**config.mk**
```make
export PLATFORM = sky130hd
export DESIGN_NAME = ram_arbiter
export DESIGN_NICKNAME = d
export VERILOG_FILES = /design/src/rtl/ram_arbiter.sv
export SDC_FILE = /design/constraint.sdc
export NUM_CORES = 1
export LEC_CHECK = 0
export ABC_AREA = 0
export BUFFER_PORTS_ARGS = -buffer_cell sky130_fd_sc_hd__buf_2
export CAP_MARGIN = 20
export CORE_AREA = 2 2 127 129
export CTS_BUF_LIST = sky130_fd_sc_hd__clkbuf_16
export DETAILED_ROUTE_END_ITERATION = 7
export DIE_AREA = 0 0 129 131
export PLACE_DENSITY_LB_ADDON = 0.3
export SETUP_SLACK_MARGIN = 0.5
export SLEW_MARGIN = 40
export SYNTH_ARGS = -nofsm -noshare
export SYNTH_HDL_FRONTEND = slang
export SYNTH_SLANG_ARGS = --single-unit
export TNS_END_PERCENT = 10
```
**constraint.sdc**
```tcl
create_clock -name clk -period 1.7 [get_ports clk]
set_clock_uncertainty 0.1 [all_clocks]
set_input_delay 0.085 -clock clk [delete_from_list [all_inputs] [get_ports clk]]
set_output_delay 0.085 -clock clk [all_outputs]
set_load 0.01 [all_outputs]
```
**src/rtl/ram_arbiter.sv**
```systemverilog
// Two-port arbiter sharing one single-ported RAM: IDLE -> ACCESS -> DONE per access.
// Define RAM_ARBITER_ROUND_ROBIN_EN for round-robin on simultaneous requests (default: req0 fixed priority).
module ram_arbiter #(
  parameter int unsigned BUS_WIDTH = 32
) (
  input  logic                 clk,
  input  logic                 nreset,
  input  logic                 req0,
  input  logic                 req1,
  input  logic                 we0,
  input  logic                 we1,
  input  logic [BUS_WIDTH-1:0] addr0,
  input  logic [BUS_WIDTH-1:0] addr1,
  input  logic [BUS_WIDTH-1:0] wdata0,
  input  logic [BUS_WIDTH-1:0] wdata1,
  output logic                 done0,
  output logic                 done1,
  output logic [BUS_WIDTH-1:0] rdata0,
  output logic [BUS_WIDTH-1:0] rdata1,
  output logic                 ram_write_en,
  output logic [BUS_WIDTH-1:0] ram_addr_write,
  output logic [BUS_WIDTH-1:0] ram_addr_read,
  output logic [BUS_WIDTH-1:0] ram_data_write,
  input  logic [BUS_WIDTH-1:0] ram_data_read,
  input  logic                 ram_ready
);

  typedef enum logic [1:0] {
    IDLE,
    ACCESS,
    DONE
  } state_t;

  state_t               state;
  logic                 owner;
  logic                 we_lat;
  logic [BUS_WIDTH-1:0] addr_lat;
  logic [BUS_WIDTH-1:0] wdata_lat;

  logic                 grant_sel;
  logic                 grant_we;
  logic [BUS_WIDTH-1:0] grant_addr;
  logic [BUS_WIDTH-1:0] grant_wdata;

`ifdef RAM_ARBITER_ROUND_ROBIN_EN
  logic last_owner;

  // On a tie the port that did not win last time is chosen.
  always_comb begin
    grant_sel = 1'b0;
    if (req1 && (!req0 || !last_owner))
      grant_sel = 1'b1;
  end
`else
  always_comb begin
    grant_sel = 1'b0;
    if (req1 && !req0)
      grant_sel = 1'b1;
  end
`endif

  always_comb begin
    grant_we    = grant_sel ? we1    : we0;
    grant_addr  = grant_sel ? addr1  : addr0;
    grant_wdata = grant_sel ? wdata1 : wdata0;
  end

  always_ff @(posedge clk or negedge nreset) begin
    if (!nreset) begin
      state        <= IDLE;
      owner        <= 1'b0;
      we_lat       <= 1'b0;
      addr_lat     <= '0;
      wdata_lat    <= '0;
      done0        <= 1'b0;
      done1        <= 1'b0;
      rdata0       <= '0;
      rdata1       <= '0;
      ram_write_en <= 1'b0;
`ifdef RAM_ARBITER_ROUND_ROBIN_EN
      last_owner   <= 1'b1;
`endif
    end else begin
      case (state)
        IDLE: begin
          done0 <= 1'b0;
          done1 <= 1'b0;
          if (ram_ready && (req0 || req1)) begin
            owner        <= grant_sel;
            we_lat       <= grant_we;
            addr_lat     <= grant_addr;
            wdata_lat    <= grant_wdata;
            ram_write_en <= grant_we;
`ifdef RAM_ARBITER_ROUND_ROBIN_EN
            last_owner   <= grant_sel;
`endif
            state        <= ACCESS;
          end
        end
        ACCESS: begin
          ram_write_en <= 1'b0;
          if (!we_lat) begin
            if (owner)
              rdata1 <= ram_data_read;
            else
              rdata0 <= ram_data_read;
          end
          done0 <= !owner;
          done1 <= owner;
          state <= DONE;
        end
        DONE: begin
          done0 <= 1'b0;
          done1 <= 1'b0;
          state <= IDLE;
        end
        default: begin
          done0        <= 1'b0;
          done1        <= 1'b0;
          ram_write_en <= 1'b0;
          state        <= IDLE;
        end
      endcase
    end
  end

  assign ram_addr_write = addr_lat;
  assign ram_addr_read  = addr_lat;
  assign ram_data_write = wdata_lat;

endmodule
```
==> metrics.md <==
| Metric | Value |
|---|---|
| Status | completed |
| Vias | about 5,900 |
| Core ar. | 0.0156 sq mm |
| GR Overflow Total | 0 |
| Clock Pin Slew Worst Setup and Hold Paths | 0.06 ns |
| Average size of a mapped cell | 12.8 sq um |
| Minimum clock period | 1.57 ns |
| Seq/Total Area, Yosys | 0.550 |
| WP data arrival | around 1.8 ns |
| Via density | 5.01 |
| Routed WL | 20,900 microns |
| DIE AREA | 0.0169 sq mm |
| Total CTS buffers | 17 |
| Largest family of logic cells by synthesized area | multiplexers |
| Final nets | 1,108 |
| Max-slew violation count | 0 |
| Cells after Synth | 480 |
| First-pass GRT wire length | 30,900 microns |
| Initial core utilization | 0.394 |
| Crit start category | flop |
| MaxCap Viol Count | 0 |
| Avg WL per Cell | 17.9 microns |
| Max-Slew Margin vs Limit | 0.689 |
| Initial antenna violation count | 0 |
| Post-layout util | 0.655 |
| Area share of fa/ha/maj cells after synthesis | 0 |
| Syn nets | around 650 |
| Post-synthesis mux area share | 0.229 |
| CP Max Fanout | 8 |
| Placed cells | just under 1,000 |
| Core Rows | 46 |
| Fmax | 0.635 GHz |
| Die Span Y | roughly 130 microns |
| Num ports | 330 |
| First-pass DRT Iterations | 5 |
| Number of global-route vias before repair | 6,114 |
| Critical path type | flop to flop |
| Synth Warn # | 0 |
| Drt drc | 0 |
| Die W | 129 microns |
| Commonest non-fill, non-tap cell in the layout | buf_2 |
| Final TNS setup | 0 ns |
| Total Routing Usage GR | 0.239 |
| Maximum vdd drop | 0.729 mV |
| Post-route ant nets | 0 |
| Post-synthesis register bit count | roughly 140 |
| Distinct cell type count after synthesis | 21 |
| Area Growth Syn to Fin | 66.1% |
| Worst Setup End Kind | flop |
| CTS tree | built |
| RSZ-0062 raised after global routing | true |
| Clock Tree Root | clkbuf_16 |
| Pre-CTS setup slack | about 0.056 ns |
| Clock Latency Late Sink | 0.41 ns |
| H-tree depth | 4 |
| Layout cells sized above 1 | 0.491 |
| DP HPWL | 12,600 microns |
| Simple-gate share of the synthesized area | 0.0120 |
| Req. time, crit path | 1.90 ns |
| Final hold vios | 0 |
| Commonest non-fill, non-tap cells in the layout | 328 x buf_2, 163 x dlygate4sd3_1, 135 x dfrtp_1 |
| Non-filler cells, final | 1,170 |
| Clk sinks | 135 |
| Hold WC Path Type | input pin to asynchronous set/reset pin |
| First-iteration detailed-routing DRC count | 281 |
| Fin crit share | 0.926 |
| Maximum root-to-sink buffer count | 2 |
| Power per standard cell area | 1290 mW/mm^2 |
| Worst setup margin | 0.126 ns |
| Final Setup Violations | 0 |
| IO buf count | 329 |
| Leak Pwr | 0.00506 uW |
| Compound-cell area share of the yosys netlist | 0.127 |
| Number of diodes | 0 |
| Routability congestion estimate | 0.787 |
| Post-synthesis cell area | 0.00615 sq mm |
| Slew @ Worst Pin | ~0.47 ns |
| Largest net degree at the start of global routing | 66 |
| Xor and xnor area share after synthesis | 0 |
==> flip-flops by register name (all words and copies together), names as in the netlist <==
register / count
done0: 1
done1: 1
owner: 1
ram_addr_read: 32
ram_data_write: 32
ram_write_en: 1
rdata0: 32
rdata1: 32
state: 2
we_lat: 1
==> per-stage QoR <==
step | hold slack (ns) | power [uW] | cell area [sq um]
after floorplan | -0.311 | 7320 | 6150
after global placement | -0.0550 | 8980 | 7840
after detailed placement | -0.0540 | 9160 | 7840
after CTS | 0.0736 | 13000 | 10100
after global routing | 0.0982 | 13800 | 10200
final | 0.0705 | 13100 | 10200
==> power breakdown <==
group / switching [uW] / internal, uW / leakage, uW / total, uW
logic: 2250 / 2310 / 0.00320 / 4560
registers: 703 / 4360 / 0.00157 / 5060
clock network: 1370 / 2130 / 0.000282 / 3500
==> critical path: stages, from the launching register on <==
cell	delay, ns
dfrtp_1	0.38
nand2b_4	0.17
nor3_4	0.17
buf_6	0.16
clkbuf_16	0.16
mux2_2	0.33
==> layout make-up <==
class	count	area, sq um
Fill cell	1128	5390
Timing Repair Buffer	515	3650
Sequential cell	135	3380
Multi-Input combinational cell	269	2340
Clock buffer	17	425
Tap cell	216	270
Clock inverter	15	139
Inverter	3	11.3
==> final timing paths <==
kind | from | to | slack [ns] | depth (start not counted)
setup reg to reg | state[1] | rdata1[11] | 0.13 | 5
setup / recovery | state[1] | rdata1[11] | 0.13 | 5
hold / removal | nreset | ram_data_write[7] | 0.07 | 2
min in group clk | req1 | owner | 0.10 | 3
max in group asynchronous | nreset | ram_addr_read[20] | 0.87 | 3
hold reg to reg | rdata1[5] | rdata1[5] | 0.39 | 1
==> metal layers <==
metal	GRT usage	vias up	share of wire
met2	0.439	304	0.53
met4	0.134	0	0.044
li1	-	2664	-
met1	0.252	2819	0.36
met5	0	-	0
met3	0.0570	77	0.061
==> cell usage after synthesis <==
master    number  share of area
a311oi_1       1         0.0014
dfrtp_1      135           0.55
nor3_4         2         0.0053
inv_1          1        0.00061
and3_1         1         0.0010
clkbuf_1      19          0.012
buf_2          8         0.0065
buf_6         11          0.020
mux2_1         4         0.0073
or2_1          1         0.0010
nand2b_2       1         0.0014
nand2b_1       1         0.0010
a21oi_1       49          0.040
buf_4         35          0.043
a31oi_1       63          0.064
nor2_1         2         0.0012
a21oi_2       15          0.021
mux2_2        64           0.12
inv_2          2         0.0012
mux2i_1       64           0.10
nor2b_1        1         0.0010
==> what timing repair did <==
action	4_1_cts	5_1_grt
hold buffers	163	0
gates resized for setup	8	11
cloned	2	1
pin swaps	1	0
endpoints found under the hold margin	264	0
buffers inserted	4	0
setup endpoints to repair	132	140
==> cell families after synthesis <==
| group | after synthesis |
|---|---|
| flip-flops | 135 |
| buffers and inverters | 76 |
| AND/OR/NAND/NOR | 9 |
| AO/OA/AOI/OAI | 128 |
| multiplexers | 132 |
Power figures use the tool's default switching activity.
